--- config.mk ---
export PLATFORM = sky130hd
export DESIGN_NAME = conv_ram_reader
export DESIGN_NICKNAME = d
export VERILOG_FILES = /design/src/rtl/conv_ram_reader_pkg.sv /design/src/rtl/conv_reader_skid_fifo.sv /design/src/rtl/conv_ram_reader.sv
export SDC_FILE = /design/constraint.sdc
export NUM_CORES = 1
export LEC_CHECK = 0
export BUFFER_PORTS_ARGS = -buffer_cell sky130_fd_sc_hd__buf_2
export CORE_AREA = 4 4 86 88
export CTS_CLUSTER_SIZE = 8
export DETAILED_ROUTE_END_ITERATION = 6
export DIE_AREA = 0 0 90 92
export PLACE_DENSITY_LB_ADDON = 0.15
export SETUP_SLACK_MARGIN = 0.1
export SYNTH_ARGS = -nofsm -noshare
export SYNTH_HDL_FRONTEND = slang
export SYNTH_HIERARCHICAL = 1
export SYNTH_SLANG_ARGS = --single-unit
--- constraint.sdc ---
create_clock -name clk -period 4.5 [get_ports clk]
set_clock_uncertainty 0.2 [all_clocks]
set_input_delay 0.45 -clock clk [delete_from_list [all_inputs] [get_ports clk]]
set_output_delay 0.45 -clock clk [all_outputs]
set_load 0.005 [all_outputs]
--- src/rtl/conv_ram_reader_pkg.sv ---
// Shared geometry, widths, FSM state and beat layout for the convolution RAM reader.
// CONV_READER_ZERO_PAD_EN selects the same-padded sweep instead of the valid-only sweep.
package conv_ram_reader_pkg;

  localparam int IMG_W   = 8;
  localparam int IMG_H   = 8;
  localparam int K       = 3;
  localparam int NUM_KER = 6;
  localparam int DW      = 8;

  localparam int DATA_DEPTH   = IMG_W * IMG_H;
  localparam int WEIGHT_DEPTH = K * K * NUM_KER;
  localparam int DATA_AW      = $clog2(DATA_DEPTH);
  localparam int WEIGHT_AW    = $clog2(WEIGHT_DEPTH);

`ifdef CONV_READER_ZERO_PAD_EN
  localparam int PAD   = (K - 1) / 2;
  localparam int OUT_H = IMG_H;
  localparam int OUT_W = IMG_W;
`else
  localparam int PAD   = 0;
  localparam int OUT_H = IMG_H - K + 1;
  localparam int OUT_W = IMG_W - K + 1;
`endif

  localparam int KER_W = $clog2(NUM_KER);
  localparam int OY_W  = $clog2(OUT_H);
  localparam int OX_W  = $clog2(OUT_W);
  localparam int TAP_W = $clog2(K);

  typedef enum logic [1:0] {IDLE, RUN, DRAIN, DONE} state_e;

  typedef struct packed {
    logic [DW-1:0] data;
    logic [DW-1:0] weight;
    logic          last_tap;
    logic          last;
  } beat_t;

  localparam int BEAT_W = $bits(beat_t);

  function automatic logic [DATA_AW-1:0] data_addr(input int row, input int col);
    return DATA_AW'(row * IMG_W + col);
  endfunction

  function automatic logic [WEIGHT_AW-1:0] weight_addr(input int ker, input int ky, input int kx);
    return WEIGHT_AW'(ker * K * K + ky * K + kx);
  endfunction

endpackage

--- src/rtl/conv_reader_skid_fifo.sv ---
// Two-entry FIFO that absorbs the synchronous RAM read latency; head is held stable while
// the consumer stalls.
module conv_reader_skid_fifo
  import conv_ram_reader_pkg::*;
#(
  parameter int unsigned Width = BEAT_W
) (
  input  logic             clk,
  input  logic             rst,
  input  logic             push,
  input  logic [Width-1:0] push_entry,
  input  logic             pop,
  output logic [Width-1:0] head,
  output logic [1:0]       count
);

  logic [Width-1:0] mem_q [2];
  logic             wr_ptr_q;
  logic             rd_ptr_q;
  logic [1:0]       count_q;
  logic             do_push;
  logic             do_pop;

  always_comb begin
    do_pop  = pop && (count_q != 2'd0);
    do_push = push && ((count_q != 2'd2) || do_pop);
  end

  always_ff @(posedge clk) begin
    if (rst) begin
      mem_q[0] <= '0;
      mem_q[1] <= '0;
      wr_ptr_q <= 1'b0;
      rd_ptr_q <= 1'b0;
      count_q  <= 2'd0;
    end else begin
      if (do_push) begin
        mem_q[wr_ptr_q] <= push_entry;
        wr_ptr_q        <= ~wr_ptr_q;
      end
      if (do_pop) begin
        rd_ptr_q <= ~rd_ptr_q;
      end
      count_q <= count_q + {1'b0, do_push} - {1'b0, do_pop};
    end
  end

  assign head  = mem_q[rd_ptr_q];
  assign count = count_q;

endmodule

--- src/rtl/conv_ram_reader.sv ---
// Sweeps data and weight RAMs in convolution order and streams (pixel, weight) pairs.
// Define CONV_READER_ZERO_PAD_EN for a same-padded sweep with zeroed out-of-image taps.
module conv_ram_reader
  import conv_ram_reader_pkg::*;
(
  input  logic                 clk,
  input  logic                 rst,
  input  logic                 start,
  output logic                 busy,
  output logic                 done,
  output logic [DATA_AW-1:0]   data_ram_raddr,
  output logic                 data_ram_ren,
  input  logic [DW-1:0]        data_ram_rdata,
  output logic [WEIGHT_AW-1:0] weight_ram_raddr,
  output logic                 weight_ram_ren,
  input  logic [DW-1:0]        weight_ram_rdata,
  output logic                 out_valid,
  input  logic                 out_ready,
  output logic [DW-1:0]        out_data,
  output logic [DW-1:0]        out_weight,
  output logic                 out_last_tap,
  output logic                 out_last
);

  state_e           state_q;
  logic             busy_q;
  logic             done_q;
  logic [KER_W-1:0] k_q;
  logic [OY_W-1:0]  oy_q;
  logic [OX_W-1:0]  ox_q;
  logic [TAP_W-1:0] ky_q;
  logic [TAP_W-1:0] kx_q;

  // Read issued last cycle; its RAM data is on rdata this cycle.
  logic inflight_q;
  logic tag_pad_q;
  logic tag_last_tap_q;
  logic tag_last_q;

  logic [1:0] fifo_count;
  beat_t      push_beat;
  beat_t      head_beat;
  logic       pop;
  logic       issue;
  logic       pad_tap;
  logic       drain_empty;
  logic [2:0] occupancy;
  logic       kx_wrap, ky_wrap, ox_wrap, oy_wrap, k_wrap;
  logic       last_tap, last_beat;
  int         row, col;

  always_comb begin
    kx_wrap   = (kx_q == TAP_W'(K - 1));
    ky_wrap   = (ky_q == TAP_W'(K - 1));
    ox_wrap   = (ox_q == OX_W'(OUT_W - 1));
    oy_wrap   = (oy_q == OY_W'(OUT_H - 1));
    k_wrap    = (k_q == KER_W'(NUM_KER - 1));
    last_tap  = kx_wrap && ky_wrap;
    last_beat = last_tap && ox_wrap && oy_wrap && k_wrap;
  end

  always_comb begin
    row = int'(oy_q) + int'(ky_q) - PAD;
    col = int'(ox_q) + int'(kx_q) - PAD;
`ifdef CONV_READER_ZERO_PAD_EN
    pad_tap = (row < 0) || (row >= IMG_H) || (col < 0) || (col >= IMG_W);
`else
    pad_tap = 1'b0;
`endif
  end

  // Credit check: at most two beats may be buffered or in flight after this cycle's pop.
  always_comb begin
    pop         = out_valid && out_ready;
    occupancy   = {1'b0, fifo_count} + {2'b0, inflight_q} - {2'b0, pop};
    issue       = (state_q == RUN) && (occupancy < 3'd2);
    drain_empty = !inflight_q && ((fifo_count == 2'd0) || ((fifo_count == 2'd1) && pop));
  end

  assign data_ram_ren     = issue && !pad_tap;
  assign weight_ram_ren   = issue;
  assign data_ram_raddr   = pad_tap ? '0 : data_addr(row, col);
  assign weight_ram_raddr = weight_addr(int'(k_q), int'(ky_q), int'(kx_q));

  always_comb begin
    push_beat.data     = tag_pad_q ? '0 : data_ram_rdata;
    push_beat.weight   = weight_ram_rdata;
    push_beat.last_tap = tag_last_tap_q;
    push_beat.last     = tag_last_q;
  end

  conv_reader_skid_fifo #(
    .Width (BEAT_W)
  ) u_fifo (
    .clk        (clk),
    .rst        (rst),
    .push       (inflight_q),
    .push_entry (push_beat),
    .pop        (pop),
    .head       (head_beat),
    .count      (fifo_count)
  );

  always_ff @(posedge clk) begin
    if (rst) begin
      state_q        <= IDLE;
      busy_q         <= 1'b0;
      done_q         <= 1'b0;
      k_q            <= '0;
      oy_q           <= '0;
      ox_q           <= '0;
      ky_q           <= '0;
      kx_q           <= '0;
      inflight_q     <= 1'b0;
      tag_pad_q      <= 1'b0;
      tag_last_tap_q <= 1'b0;
      tag_last_q     <= 1'b0;
    end else begin
      inflight_q     <= issue;
      tag_pad_q      <= pad_tap;
      tag_last_tap_q <= last_tap;
      tag_last_q     <= last_beat;
      done_q         <= 1'b0;
      case (state_q)
        IDLE: begin
          if (start) begin
            state_q <= RUN;
            busy_q  <= 1'b1;
            k_q     <= '0;
            oy_q    <= '0;
            ox_q    <= '0;
            ky_q    <= '0;
            kx_q    <= '0;
          end
        end
        RUN: begin
          if (issue) begin
            if (kx_wrap) begin
              kx_q <= '0;
              if (ky_wrap) begin
                ky_q <= '0;
                if (ox_wrap) begin
                  ox_q <= '0;
                  if (oy_wrap) begin
                    oy_q <= '0;
                    k_q  <= k_wrap ? '0 : k_q + 1'b1;
                  end else begin
                    oy_q <= oy_q + 1'b1;
                  end
                end else begin
                  ox_q <= ox_q + 1'b1;
                end
              end else begin
                ky_q <= ky_q + 1'b1;
              end
            end else begin
              kx_q <= kx_q + 1'b1;
            end
            if (last_beat) begin
              state_q <= DRAIN;
            end
          end
        end
        DRAIN: begin
          if (drain_empty) begin
            state_q <= DONE;
            done_q  <= 1'b1;
          end
        end
        DONE: begin
          state_q <= IDLE;
          busy_q  <= 1'b0;
        end
        default: state_q <= IDLE;
      endcase
    end
  end

  assign busy         = busy_q;
  assign done         = done_q;
  assign out_valid    = (fifo_count != 2'd0);
  assign out_data     = head_beat.data;
  assign out_weight   = head_beat.weight;
  assign out_last_tap = head_beat.last_tap;
  assign out_last     = head_beat.last;

endmodule

==> impl_metrics.tcl <==
set metrics [dict create \
    r2r_slack_ns 1.00 \
    cp.buffers_inverters 3 \
    report.power.total_mw 1.64 \
    numCtsBuffers 9 \
    grt_pass1_wl_um 10500 \
    critPathKind "register to primary output" \
    n_fill_cell 564 \
    worstPathArrival_ns 3.32 \
    rsz0062_at_grt "no" \
    max_stage_delay_ns 0.54 \
    crit_required_ns 3.85 \
    vias 2336 \
    multiInputGateArea_um2 1780 \
    routed_wl_um 6240 \
    cts.sinks 61 \
    ir_drop_mv 0.231 \
    clock_latency_ns 0.32 \
    crit_chain "ha_1 -> inv_1 -> fa_1 -> inv_1 -> fa_1 -> ha_1 -> a21oi_1 -> o21bai_1 -> a21oi_1 -> xnor2_1 -> buf_2" \
    grt_start_max_net_pins 33 \
    crit_family "adder cells" \
    register_area_um2 1580 \
    place_congestion 0.798 \
    async_reset_ff_share_pct 0 \
    crit_path_end_kind "primary output" \
    grt_use_total_pct 15.7 \
    grt-ovfl-total 0 \
    crit_path_start_kind "register" \
    syn_nets 363 \
    synth_ff_type "edfxtp_1" \
    synth-edff-count 36 \
    drive_above_1_share_pct 31.9 \
    max_slew_margin_pct 33.5 \
    drc 0 \
    critical_path.max_fanout 6 \
    drv_cap 0 \
    fin_nets 419 \
    wl_met3_um 314 \
    grt_pass1_vias 2345 \
    diodes 0 \
    syn_area_um2 3520 \
    dr.pass1.iters 5 \
    powerDensity_nw_per_um2 402 \
    syn_area_per_cell_um2 11.4 \
    area_delta_synth_final_pct 15.5 \
    ios 55 \
    cts.clk_slew.worst_paths_ns 0.07 \
    fin_crit_sh_pct 88.1 \
    clockBufferDepth 2 \
    slew_violations 0 \
    cts-root-buf "clkbuf_8" \
    cellLeakagePower_nw 1.81 \
    core-area_um2 6640 \
    slowest_stage "fa_1" \
    top_layer_used "met4" \
    ys_seq_area_share_pct 44.9 \
    hpwl_um 4420 \
    postCtsHoldBufs 0 \
    wl_per_cell_um 13.9 \
    tightest_slew_ns 0.997 \
    htree_levels 3 \
    setup-tns-final_ns 0 \
    drt_iter0_drc 116 \
    synth_cells 309 \
    ys_seq_elements 61 \
    synthDistinctLibCells 51 \
    outcome "finished, final reports clean" \
    post-cts-setup-buffers 0 \
    hold_viol 0 \
    rows 30 \
    dr_wl_met2_um 3080 \
    die_h_um 92 \
    die_area_um2 8280 \
    antenna_found_initial 0 \
    wl_met1_um 2720 \
    port_buffers 54 \
    cts_resized 0 \
    min_period_ns 3.97 \
    yosys_warnings 6 \
    die_x_um 90 \
    antenna_left 0 \
    initial_core_util_pct 53.0 \
    post_drt_via_cell_ratio 5.19 \
    finalSetupViolations 0 \
    min_path_type "input pin to register" \
    timing.fmax_ghz 0.252 \
    tritoncts "yes" \
]
-- layer usage --
layer / up-vias / track usage, %
li1: 1166 / -
met1: 1097 / 17.9
met2: 62 / 27.2
met3: 11 / 4.76
met4: 0 / 7.27
met5: - / 0
-- per-stage QoR --
step	util [%]	hold slack [ns]	instances	instance area (um^2)	setup WS (ns)
4_1_cts	61.2	0.190	450	4070	0.474
3_3_place_gp	57.8	0.248	434	3840	0.929
3_5_place_dp	57.8	0.248	434	3840	0.850
2_1_floorplan	-	0.253	309	3520	1.17
5_1_grt	61.2	0.200	450	4070	0.280
6_report	61.2	0.201	450	4070	0.534
-- cells in the mapped netlist, types with 3 or more instances --
master    number  share of area, %
a21o_1         4              0.85
nor2b_1        5              0.89
nand3b_1       3              0.64
mux2_2        18               5.8
nand2b_1      10               1.8
dfxtp_1       25                14
fa_1          10               5.7
edfxtp_1      36                31
buf_2          3              0.43
nor2_1        13               1.4
and2_1        17               3.0
a21oi_1       10               1.4
inv_1         28               3.0
xnor2_1       11               2.7
o21ai_0        5              0.71
a211oi_1       5               1.1
nor3_1         5              0.71
nand2_1       14               1.5
ha_1          24               8.5
and2_2        22               4.7
xor2_1         4              0.99
-- path summary, 6_finish.rpt --
check	startpoint	endpoint	cells past startpoint
max	k_q[0]	weight_ram_raddr[5]	11
min	data_ram_rdata[2]	u_fifo/mem_q[1][12]	2
max reg2reg	u_fifo/count[1]	oy_q[1]	10
min reg2reg	busy	busy	2
-- cell usage in the layout (no fill, tap or decap), types with 3 or more instances in the layout --
master	instances
dfxtp_1	25
fa_1	10
nand3b_1	3
edfxtp_1	36
clkbuf_8	11
nor2_1	13
nand2_1	14
a211oi_1	5
nor3_1	5
inv_1	28
and2_1	17
nor2b_1	5
buf_2	54
a21o_1	4
nand2b_1	10
xnor2_1	11
a21oi_1	10
xor2_1	4
mux2_2	18
ha_1	24
and2_2	22
o21ai_0	5
-- state kept, by name, summed over array words and instances (netlist names), 2 cells and up, named ones only --
register	count
u_fifo/mem_q	36
ox_q	3
state_q	2
u_fifo/count	2
ky_q	2
k_q	3
kx_q	2
oy_q	3
-- cell families after synthesis --
| family | share of synthesized area [%] |
|---|---|
| and+or+nand+nor | 19.2 |
| DFF | 44.9 |
| xor gates and xnor gates | 3.73 |
| buffers and inverters | 4.51 |
| AOI/OAI and AO/OA | 7.43 |
| muxes | 6.04 |
| adders and majority gates | 14.2 |
-- report_power, final --
group / switching [mW] / internal [mW] / leakage (nW) / total [mW]
Clock: 0.206 / 0.341 / 0.110 / 0.546
Sequential: 0.0425 / 0.661 / 0.576 / 0.704
Combinational: 0.215 / 0.172 / 1.12 / 0.387
-- area by class of cell --
class                           count  area share, %
Multi-Input combinational cell    211           43.9
Clock inverter                      4           1.75
Clock buffer                       12           3.81
Inverter                           28           2.58
Timing Repair Buffer               54           6.64
Tap cell                           80           2.46
Sequential cell                    61           38.9
-- worst register-to-register path, delay by kind of cell, from the launching register on --
kind                       cells  cell delay (ns)
and+or+nand+nor                6             1.82
adders and majority gates      2             0.68
DFF                            1             0.41
xor gates and xnor gates       1             0.22
AOI/OAI and AO/OA              1             0.10
Note: power is estimated with default switching activity, not from simulation.
